**config.mk**
```make
export PLATFORM = sky130hd
export DESIGN_NAME = dual_issue_scheduler
export DESIGN_NICKNAME = d
export VERILOG_FILES = /design/src/rtl/sched_pkg.sv /design/src/rtl/hazard_scoreboard.sv /design/src/rtl/dual_issue_scheduler.sv
export SDC_FILE = /design/constraint.sdc
export NUM_CORES = 1
export LEC_CHECK = 0
export BUFFER_PORTS_ARGS = -buffer_cell sky130_fd_sc_hd__buf_2
export CAP_MARGIN = 10
export CORE_ASPECT_RATIO = 1.25
export CORE_MARGIN = 1
export CORE_UTILIZATION = 55
export DETAILED_ROUTE_END_ITERATION = 10
export GPL_TIMING_DRIVEN = 0
export PLACE_DENSITY = 0.8
export SLEW_MARGIN = 10
export SYNTH_ARGS = -nofsm -noshare
export SYNTH_HDL_FRONTEND = slang
export SYNTH_SLANG_ARGS = --single-unit
```
**constraint.sdc**
```tcl
create_clock -name clk -period 4.4 [get_ports clk]
set_input_delay 0.88 -clock clk [delete_from_list [all_inputs] [get_ports clk]]
set_output_delay 0.88 -clock clk [all_outputs]
set_load 0.1 [all_outputs]
```
**src/rtl/sched_pkg.sv**
```systemverilog
// Shared types and field helpers for the dual-issue scheduler.
// Instruction format: [15:12] op (0 = NOP), [11] imm, [10:8] rd, [7:5] rs1, [4:2] rs2.
package sched_pkg;

    localparam int IW      = 16;
    localparam int RW      = 3;
    localparam int OP_HI   = 15;
    localparam int OP_LO   = 12;
    localparam int IMM_BIT = 11;
    localparam int RD_HI   = 10;
    localparam int RD_LO   = 8;
    localparam int RS1_HI  = 7;
    localparam int RS1_LO  = 5;
    localparam int RS2_HI  = 4;
    localparam int RS2_LO  = 2;

    typedef logic [IW-1:0] instr_t;
    typedef logic [RW-1:0] reg_t;

    localparam instr_t NOP = '0;

    typedef struct packed {
        logic valid;
        reg_t rd;
    } sb_ent_t;

    typedef enum logic [1:0] {
        ST_RUN   = 2'd0,
        ST_HOLD  = 2'd1,
        ST_FLUSH = 2'd2
    } state_t;

    function automatic logic is_op(input instr_t i);
        return i[OP_HI:OP_LO] != '0;
    endfunction

    // rs2 is only a source when the imm bit is clear
    function automatic logic reads_reg(input instr_t i, input reg_t r);
        return is_op(i) &&
               ((i[RS1_HI:RS1_LO] == r) ||
                (!i[IMM_BIT] && (i[RS2_HI:RS2_LO] == r)));
    endfunction

    function automatic sb_ent_t writes_reg(input instr_t i);
        sb_ent_t e;
        e.valid = is_op(i);
        e.rd    = i[RD_HI:RD_LO];
        return e;
    endfunction

endpackage

```
**src/rtl/hazard_scoreboard.sv**
```systemverilog
// In-flight destination tracker: DEPTH stages x 2 slots of {valid, rd}.
// Ports: clk, rst_n (sync, active low), hold (freeze), wr0/wr1 (issued rds),
//        rd_instr0/1 (instrs to test), raw_hit0/1 (instr reads an in-flight rd).
module hazard_scoreboard
    import sched_pkg::*;
#(
    parameter int DEPTH = 3
) (
    input  logic    clk,
    input  logic    rst_n,
    input  logic    hold,
    input  sb_ent_t wr0,
    input  sb_ent_t wr1,
    input  instr_t  rd_instr0,
    input  instr_t  rd_instr1,
    output logic    raw_hit0,
    output logic    raw_hit1
);

    sb_ent_t stage [DEPTH][2];

    always_ff @(posedge clk) begin
        if (!rst_n) begin
            for (int k = 0; k < DEPTH; k++) begin
                stage[k][0] <= '0;
                stage[k][1] <= '0;
            end
        end else if (!hold) begin
            stage[0][0] <= wr0;
            stage[0][1] <= wr1;
            for (int k = 1; k < DEPTH; k++) begin
                stage[k][0] <= stage[k-1][0];
                stage[k][1] <= stage[k-1][1];
            end
        end
    end

    always_comb begin
        raw_hit0 = 1'b0;
        raw_hit1 = 1'b0;
        for (int k = 0; k < DEPTH; k++) begin
            for (int s = 0; s < 2; s++) begin
                if (stage[k][s].valid) begin
                    if (reads_reg(rd_instr0, stage[k][s].rd))
                        raw_hit0 = 1'b1;
                    if (reads_reg(rd_instr1, stage[k][s].rd))
                        raw_hit1 = 1'b1;
                end
            end
        end
    end

endmodule

```
**src/rtl/dual_issue_scheduler.sv**
```systemverilog
// In-order dual-issue scheduler: fetch pair queue, hazard checks, issue regs.
// Ports: clk, rst_n (sync, active low); fetch_valid/instr1/instr2/ready;
//        exec_hold, flush; issue_instr1/2, issue_valid1/2; stall, stall_cnt.
module dual_issue_scheduler
    import sched_pkg::*;
#(
    parameter int IW     = 16,
    parameter int QDEPTH = 4,
    parameter int DEPTH  = 3
) (
    input  logic          clk,
    input  logic          rst_n,
    input  logic          fetch_valid,
    input  logic [IW-1:0] fetch_instr1,
    input  logic [IW-1:0] fetch_instr2,
    output logic          fetch_ready,
    input  logic          exec_hold,
    input  logic          flush,
    output logic [IW-1:0] issue_instr1,
    output logic [IW-1:0] issue_instr2,
    output logic          issue_valid1,
    output logic          issue_valid2,
    output logic          stall,
    output logic [15:0]   stall_cnt
);

    localparam int PW = $clog2(QDEPTH);
    localparam int CW = PW + 1;

    typedef logic [PW-1:0] ptr_t;
    typedef logic [CW-1:0] cnt_t;

    instr_t  q [QDEPTH];
    ptr_t    rd_ptr, wr_ptr;
    cnt_t    count;
    state_t  state, next_state;
    logic    do_issue, do_hold, do_flush;
    instr_t  h0, h1;
    logic    h0_ok, h1_ok, hit0, hit1;
    logic    iss0, iss1, pair_ok;
    logic    keep1, keep2, accept, stall_next;
    logic [1:0] push_n, pop_n;
    sb_ent_t w0, w1, sb_w0, sb_w1;

    assign h0          = q[rd_ptr];
    assign h1          = q[rd_ptr + ptr_t'(1)];
    assign h0_ok       = count != '0;
    assign h1_ok       = count >= cnt_t'(2);
    assign fetch_ready = count <= cnt_t'(QDEPTH - 2);

    // ---- FSM: state register ----
    always_ff @(posedge clk) begin
        if (!rst_n) state <= ST_RUN;
        else        state <= next_state;
    end

    // ---- FSM: next state (flush beats hold) ----
    always_comb begin
        next_state = ST_RUN;
        if (flush)          next_state = ST_FLUSH;
        else if (exec_hold) next_state = ST_HOLD;
    end

    // ---- FSM: controls for the coming edge ----
    // In the FLUSH cycle the queue has just been emptied, so nothing issues.
    always_comb begin
        do_flush = 1'b0;
        do_hold  = 1'b0;
        do_issue = 1'b0;
        unique case (next_state)
            ST_FLUSH: do_flush = 1'b1;
            ST_HOLD:  do_hold  = 1'b1;
            default:  do_issue = (state != ST_FLUSH);
        endcase
    end

    // ---- pair check ----
    always_comb begin
        w0      = writes_reg(h0);
        w1      = writes_reg(h1);
        pair_ok = !reads_reg(h1, w0.rd) &&
                  (w1.rd != w0.rd) &&
                  !reads_reg(h0, w1.rd);
        iss0    = do_issue && h0_ok && !hit0;
        iss1    = iss0 && h1_ok && !hit1 && pair_ok;
        pop_n   = {1'b0, iss0} + {1'b0, iss1};
        keep1   = is_op(fetch_instr1);
        keep2   = is_op(fetch_instr2);
        accept  = fetch_valid && fetch_ready && !do_flush;
        push_n  = accept ? ({1'b0, keep1} + {1'b0, keep2}) : 2'd0;
        // flushed contents are not counted as a stall
        stall_next = h0_ok && !iss0 && !do_flush;
        sb_w0   = iss0 ? w0 : '0;
        sb_w1   = iss1 ? w1 : '0;
    end

    hazard_scoreboard #(
        .DEPTH(DEPTH)
    ) u_sb (
        .clk      (clk),
        .rst_n    (rst_n),
        .hold     (do_hold),
        .wr0      (sb_w0),
        .wr1      (sb_w1),
        .rd_instr0(h0),
        .rd_instr1(h1),
        .raw_hit0 (hit0),
        .raw_hit1 (hit1)
    );

    // ---- queue storage ----
    always_ff @(posedge clk) begin
        if (accept && keep1)
            q[wr_ptr] <= fetch_instr1;
        if (accept && keep2)
            q[keep1 ? wr_ptr + ptr_t'(1) : wr_ptr] <= fetch_instr2;
    end

    // ---- queue pointers ----
    always_ff @(posedge clk) begin
        if (!rst_n || do_flush) begin
            rd_ptr <= '0;
            wr_ptr <= '0;
            count  <= '0;
        end else begin
            wr_ptr <= wr_ptr + ptr_t'(push_n);
            rd_ptr <= rd_ptr + ptr_t'(pop_n);
            count  <= count + cnt_t'(push_n) - cnt_t'(pop_n);
        end
    end

    // ---- issue outputs and stall counter ----
    always_ff @(posedge clk) begin
        if (!rst_n) begin
            issue_instr1 <= NOP;
            issue_instr2 <= NOP;
            issue_valid1 <= 1'b0;
            issue_valid2 <= 1'b0;
            stall        <= 1'b0;
            stall_cnt    <= '0;
        end else if (!do_hold) begin
            issue_instr1 <= iss0 ? h0 : NOP;
            issue_instr2 <= iss1 ? h1 : NOP;
            issue_valid1 <= iss0;
            issue_valid2 <= iss1;
            stall        <= stall_next;
            if (stall_next && stall_cnt != 16'hFFFF)
                stall_cnt <= stall_cnt + 16'd1;
        end
    end

endmodule

```
Yosys cells after proc, flatten, opt, wreduce, memory -nomap -nowiden

Memory sizes are Yosys's and may differ from the RTL's. A register that Yosys moved wholly into a read port is not among the register bits.
Index checks and enable logic that the tools add are counted.

$add $sub $neg: 9
Order comparisons: 2
Equality and inequality tests: 33
Multiplexer cells: 50
Bitwise gates (word level): 7
Reduce and logical (&&, ||, !) cells: 73

Operators by type and width:

| operator                                            | number |
|---|---|
| equality test 3 bit                                 | 28 |
| logical AND 1 bit                                   | 42 |
| 2-to-1 mux 1 bit                                    | 36 |
| 2-to-1 mux 16 bit                                   | 2 |
| 2-to-1 mux 4 bit                                    | 8 |
| adder 16 x 1 -> 16 bit, second input constant       | 1 |
| != test 16 bit, second input constant               | 1 |
| nonzero test 4 bit                                  | 4 |
| logical OR 1 bit                                    | 15 |
| logical NOT 1 bit                                   | 9 |
| 2-to-1 mux 2 bit                                    | 4 |
| OR 1 bit                                            | 6 |
| adder 1 x 1 -> 2 bit                                | 2 |
| adder 2 x 1 -> 2 bit, second input constant         | 2 |
| adder 2 bit                                         | 2 |
| adder 3 x 2 -> 3 bit                                | 1 |
| >= comparator 3 x 2 -> 1 bit, second input constant | 1 |
| <= comparator 3 x 2 -> 1 bit, second input constant | 1 |
| != test 3 bit                                       | 1 |
| nonzero test 3 bit                                  | 1 |
| subtractor 3 x 2 -> 3 bit                           | 1 |
| equality test 2 x 1 -> 1 bit, second input constant | 1 |
| equality test 2 bit, second input constant          | 1 |
| != test 2 bit, second input constant                | 1 |
| 3 further kinds                                     | 3 |

Register bits: 60
Bits in writable memories: 88
Input port bits: 37
Output and inout port bits: 52
Word-level logic and storage cells: 186
Memories kept: 2

Memory list:

| name       | words | width | read ports | clocked after memory_dff | wr ports | line                       | RTL |
|---|---|---|---|---|---|---|---|
| q          | 4     | 16    | 2          | 1                        | 2        | dual_issue_scheduler.sv:33 | `instr_t q [QDEPTH];` |
| u_sb.stage | 3     | 8     | 3          | 0                        | 3        | hazard_scoreboard.sv:20    | `sb_ent_t stage [DEPTH][2];` |

Longest topological paths before layout

An unclocked memory read counts as a cell.

Depth after elaboration: 25
Depth in mapped cells: 20
Mapped depth without buffers: 16

Modules after synthesis

Synthesis repeated with hierarchy kept, for this count alone.

Cells, all modules: 668
Area total of the unflattened synthesis: 8436.8 um2

By module, submodules not included:

| module               | times used | cells an instance | area each (um2) | sequential area each (um2) |
|---|---|---|---|---|
| dual_issue_scheduler | 1          | 477               | 6451.2          | 3123.0 |
| hazard_scoreboard    | 1          | 191               | 1985.7          | 720.7 |

Least setup slack after synthesis

Ideal clock, no wire load.

Path kind: reg-to-reg
Start point: register rd_ptr[0]
End point: register count[2]
Library setup time: 116 ps
Data arrival time: 3915 ps
Data required time: 4284 ps
Path slack: 368 ps
Stages on the path, launching flop included: 21
Buffers on the path: 4
Clock period less this slack: 4032 ps
Cells stage by stage: dfxtp_1 -> buf_6 -> buf_12 -> mux4_2 -> buf_6 -> xnor2_1 -> nand3_1 -> a21boi_1 -> a2111oi_2 -> a21oi_1 -> nor2_1 -> buf_2 -> ha_1 -> ha_1 -> inv_1 -> ha_1 -> inv_1 -> fa_1 -> xnor2_1 -> xnor2_1 -> nor2_1

Longest elaborated chain between the ends: 23
Elaborated cells between the ends (all ways): 66
Classes of those cells: 3 x add/sub; 17 x eq/ne; 12 x mux; 33 x reduce/logical; 1 x memory

Ends and longest elaborated chain:

| what                                                            | line                        | RTL |
|---|---|---|
| start: declaration                                              | dual_issue_scheduler.sv:34  | `ptr_t rd_ptr, wr_ptr;` |
| start signal: assignment                                        | dual_issue_scheduler.sv:127 | `rd_ptr <= rd_ptr + ptr_t'(pop_n);` |
| adder 2 x 1 -> 2 bit *                                          | dual_issue_scheduler.sv:46  | `assign h1 = q[rd_ptr + ptr_t'(1)];` |
| memory read (4 x 16 bit) *                                      | n/a                         |  |
| equality test 3 bit / logical NOT 1 bit (equally long branches) | sched_pkg.sv:41             | `(!i[IMM_BIT] && (i[RS2_HI:RS2_LO] == r)));` |
| logical AND 1 bit                                               | sched_pkg.sv:41             |  |
| logical OR 1 bit                                                | sched_pkg.sv:40             | `((i[RS1_HI:RS1_LO] == r) \|\|` |
| logical AND 1 bit                                               | sched_pkg.sv:39             | `return is_op(i) &&` |
| 2-to-1 mux 1 bit                                                | hazard_scoreboard.sv:46     | `if (reads_reg(rd_instr1, stage[k][s].rd))` |
| 2-to-1 mux 1 bit                                                | hazard_scoreboard.sv:43     | `if (stage[k][s].valid) begin` |
| [... 7 more ...]                                                | n/a                         |  |
| 2-to-1 mux 1 bit                                                | hazard_scoreboard.sv:43     |  |
| 2-to-1 mux 1 bit                                                | hazard_scoreboard.sv:46     |  |
| 2-to-1 mux 1 bit                                                | hazard_scoreboard.sv:43     |  |
| logical NOT 1 bit                                               | dual_issue_scheduler.sv:85  | `iss1 = iss0 && h1_ok && !hit1 && pair_ok;` |
| logical AND 1 bit                                               | dual_issue_scheduler.sv:85  |  |
| logical AND 1 bit *                                             | dual_issue_scheduler.sv:85  |  |
| adder 1 x 1 -> 2 bit *                                          | dual_issue_scheduler.sv:86  | `pop_n = {1'b0, iss0} + {1'b0, iss1};` |
| subtractor 3 x 2 -> 3 bit *                                     | dual_issue_scheduler.sv:128 | `count <= count + cnt_t'(push_n) - cnt_t'(pop_n);` |
| end signal: assignment                                          | dual_issue_scheduler.sv:128 |  |
| end: declaration                                                | dual_issue_scheduler.sv:35  | `cnt_t count;` |

Mark *: on every way between the ends. The rest lies on a longest branch, timed or not.
A chain may end at the register's enable or synchronous reset.

Final worst setup path

Start point: register rd_ptr[0]
End point: register count[2]

Longest elaborated chain between the ends: 23
Elaborated cells between the ends (all ways): 66
Classes of those cells: 3 x add/sub; 17 x eq/ne; 12 x mux; 33 x reduce/logical; 1 x memory

Ends and longest elaborated chain:

| what                                                            | line                        | RTL |
|---|---|---|
| adder 2 x 1 -> 2 bit *                                          | dual_issue_scheduler.sv:46  |  |
| memory read (4 x 16 bit) *                                      | n/a                         |  |
| equality test 3 bit / logical NOT 1 bit (equally long branches) | sched_pkg.sv:41             |  |
| logical AND 1 bit                                               | sched_pkg.sv:41             |  |
| logical OR 1 bit                                                | sched_pkg.sv:40             |  |
| logical AND 1 bit                                               | sched_pkg.sv:39             |  |
| 2-to-1 mux 1 bit                                                | hazard_scoreboard.sv:46     |  |
| 2-to-1 mux 1 bit                                                | hazard_scoreboard.sv:43     |  |
| [... 8 more ...]                                                | n/a                         |  |
| 2-to-1 mux 1 bit                                                | hazard_scoreboard.sv:46     |  |
| 2-to-1 mux 1 bit                                                | hazard_scoreboard.sv:43     |  |
| logical NOT 1 bit                                               | dual_issue_scheduler.sv:85  |  |
| logical AND 1 bit                                               | dual_issue_scheduler.sv:85  |  |
| logical AND 1 bit *                                             | dual_issue_scheduler.sv:85  |  |
| via iss1                                                        | dual_issue_scheduler.sv:40  | `logic iss0, iss1, pair_ok;` |
| adder 1 x 1 -> 2 bit *                                          | dual_issue_scheduler.sv:86  |  |
| subtractor 3 x 2 -> 3 bit *                                     | dual_issue_scheduler.sv:128 |  |

The timed path passes the listed nets; every way through them passes the cells marked *.

==> results.toml <==
[run_status]
outcome = "complete, but fails checks"
violations = "design-rule violations"

[timing]
fin_crit_sh_pct = 97.64
clock.fmax_ghz = 0.2328
finalCriticalPeriod_ns = 4.296
holdWs_ns = 0.4583
relSlewSlack_pct = 32.88
slew_violations = 0
worst_slew_pin_slew_ns = 1.007
clock_skew_ns = 0.009198
hold_viol = 0
setup_viol = 0

[die]
ioPinCount = 89
die_w_um = 112.2
rows = 50
die_area_um2 = 15680
core_area_um2 = 14890
chipHeight_um = 139.8
start_util_pct = 56.08

[detailed_routing]
post-route-drc-count = 6
ant_nets = 0
num_vias = 6190
wl_per_cell_um = 21.88
viasPerCell = 6.323
dr.pass1.iters = 8
wirelength_mm = 21.42
drtIter0Drc = 474

[logic_synthesis]
ys_seq_area_share_pct = 46.04
synth_top_family_by_area = "multiplexers"
avgSynthCellArea_um2 = 12.42
synth_flop_cell = "edfxtp_1"
synthesis.nets = 722
synth_compound_area_share_pct = 7.883
ys_types = 59
syn_area_um2 = 8349
synth_seq_cells = 148
synth-async-reset-ratio_pct = 0
synth_mux_area_share_pct = 18.54
synthAdderAreaFrac_pct = 2.128
synth_edf_count = 88
yosys.area_share.simple_pct = 11.10
synth-xor-area-share_pct = 9.336
netlist_instances = 672
yosysWarnings = 0

[power_and_ir_drop]
p_leak_nw = 3.656
max-vdd-ir-drop_mv = 0.2657
p_total_w = 0.003551
power_density_nw_per_um2 = 362.2

[placement]
gp_congestion = 0.8685
dp_hpwl_mm = 14.97
numPortBuffers = 88

[global_route]
antenna_found_initial = 0
grt_pass1_vias = 6383
use_met2_pct = 49.36
grt_start_max_net_pins = 25
grt_usage_pct = 27.58
grt_use_met1_pct = 30.54
grt-ovfl-total = 0
use_met3_pct = 5.401
grt_pass1_wl_mm = 32.92
top_usage_layer = "met2"

[worst_setup_path]
critPathRequiredTime_ns = 4.72
path_class = "flip-flop to flip-flop"
start_kind = "flip-flop"
end_kind = "flip-flop"
cp_data_arrival_time_ns = 4.62
crit_path_max_fanout = 8

[worst_hold_path]
hp-class = "flip-flop to flip-flop"

[clocking]
cts_root_buffer = "clkbuf_16"
clk_pin_slew_ns = 0.06
clk_latency_ns = 0.43
cts_buffers = 17
cts.sinks = 148
cts.path.max_buffers = 2
cts_tree = "yes"
htreeDepth = 4

[layout]
finalNetCount = 834
layout_commonest_cell = "buf_2"
antennaDiodeCount = 0
layout_common_cells = "94 x buf_2, 88 x edfxtp_1, 69 x xnor2_1"
final.fill_count = 1064
area_delta_synth_final_pct = 17.41
drive_gt1_share_pct = 34.38

[job]
cap_violations = 0
-- worst max-delay path, cell delays in order, from the launching register on --
cell       delay (ns)
dfxtp_2          0.34
buf_6            0.14
buf_12           0.11
mux4_2           0.53
buf_4            0.22
xnor2_1          0.13
nand4_1          0.11
o31ai_2          0.10
a2111oi_4        0.42
a21oi_2          0.13
buf_4            0.18
nor4_2           0.22
ha_1             0.29
ha_1             0.30
inv_1            0.06
ha_1             0.13
inv_1            0.05
fa_2             0.36
xnor2_2          0.16
xnor2_1          0.14
nor2_1           0.05
-- cell families after synthesis --
logic type                 count (synthesis)
adders and majority gates                 13
DFF                                      148
xor gates and xnor gates                  89
muxes                                    106
and+or+nand+nor                          159
AOI/OAI and AO/OA                         83
buffers and inverters                     74
-- cell usage after synthesis (2+ instances only) --
cell       count  area (um2)
a21o_1         5       37.54
nor2b_1        2       12.51
inv_1         13       48.80
a21oi_1       13       65.06
o21a_1         2       15.01
o31a_1         2       17.52
buf_2          8       40.04
a31oi_1        2       12.51
mux4_2        27       608.1
a21boi_1       5       37.54
or3_1          4       25.02
nand2_1       27       101.4
nor3_1        11       55.05
buf_4         12       90.09
ha_1          11       137.6
or2_2          2       12.51
o211ai_1       2       15.01
nor4_2         6       75.07
a22o_1        16       140.1
mux2i_1        8       80.08
and2_1         9       56.30
dfxtp_1       60        1201
a2111oi_0      2       17.52
fa_1           2       40.04
buf_6          8       90.09
a32o_1        15       150.1
edfxtp_1      88        2643
mux2_2        67       754.5
o31ai_1        6       45.04
nand3_1       23       115.1
nor4_1         9       56.30
o21ai_0        4       20.02
and3_1        22       137.6
mux4_1         4       105.1
or4_1          7       52.55
xnor2_1       70       613.1
clkbuf_1      25       93.84
nand2b_1       8       50.05
nor2_1        11       41.29
nand4_1       12       75.07
xor2_1        19       166.4
a21boi_0       2       15.01
buf_1          4       15.01
nor3b_1        2       15.01
-- path summary, 6_finish.rpt --
check,slack [ns],endpoint,from,cells after the start
worst max-delay path,0.10,count[2],rd_ptr[0],20
worst min-delay path,0.46,stall,stall,2
worst max register to register,0.10,count[2],rd_ptr[0],20
worst min register to register,0.46,stall,stall,2
-- report_power, final --
group	internal (W)	switching, W
Combinational	0.000202	0.000288
Sequential	0.00152	0.0000258
Clock	0.000936	0.000582
-- per-stage QoR --
stage	TNS [ns]	worst slack, ns	std cells	util (%)	cell area (um2)
finish	0	0.1040	979	65.84	9803
global route	-0.06298	-0.06298	979	65.84	9803
CTS	0	0.02609	976	65.21	9709
detailed placement	-1.485	-0.4165	942	60.56	9017
global placement	-0.4771	-0.3448	942	60.56	9017
floorplan	0	0.3684	672	-	8349
-- sequential cells by signal, summed over array words and instances, names as in the netlist, 3 cells and up --
register and count:
u_sb.stage 24, issue_instr2 16, issue_instr1 16, q 64
stall_cnt 16, count 3
-- cell type report --
cell class	instances	area [um2]	share of cell area (%)
Sequential cell	148	3845	39.22
Timing Repair Buffer	93	503.0	5.131
Clock buffer	22	508.0	5.182
Inverter	14	52.55	0.5361
Tap cell	182	227.7	2.323
Buffer	60	375.4	3.829
Multi-Input combinational cell	450	4177	42.60
Clock inverter	10	115.1	1.174
-- per-layer routing --
layer	part of all wire, %	up-vias
met3	5.7	63
met4	3.5	0
met5	0	-
met2	54	280
met1	37	3087
li1	-	2760
-- repair_timing --
| action | in CTS | in global routing |
|---|---|---|
| pin swaps | 3 | 4 |
| gates resized for setup | 9 | 12 |
| buffers inserted | 2 | 3 |
| setup endpoints to repair | 2 | 1 |
| hold buffers | 0 | 0 |
Note: power is estimated with default switching activity, not from simulation.
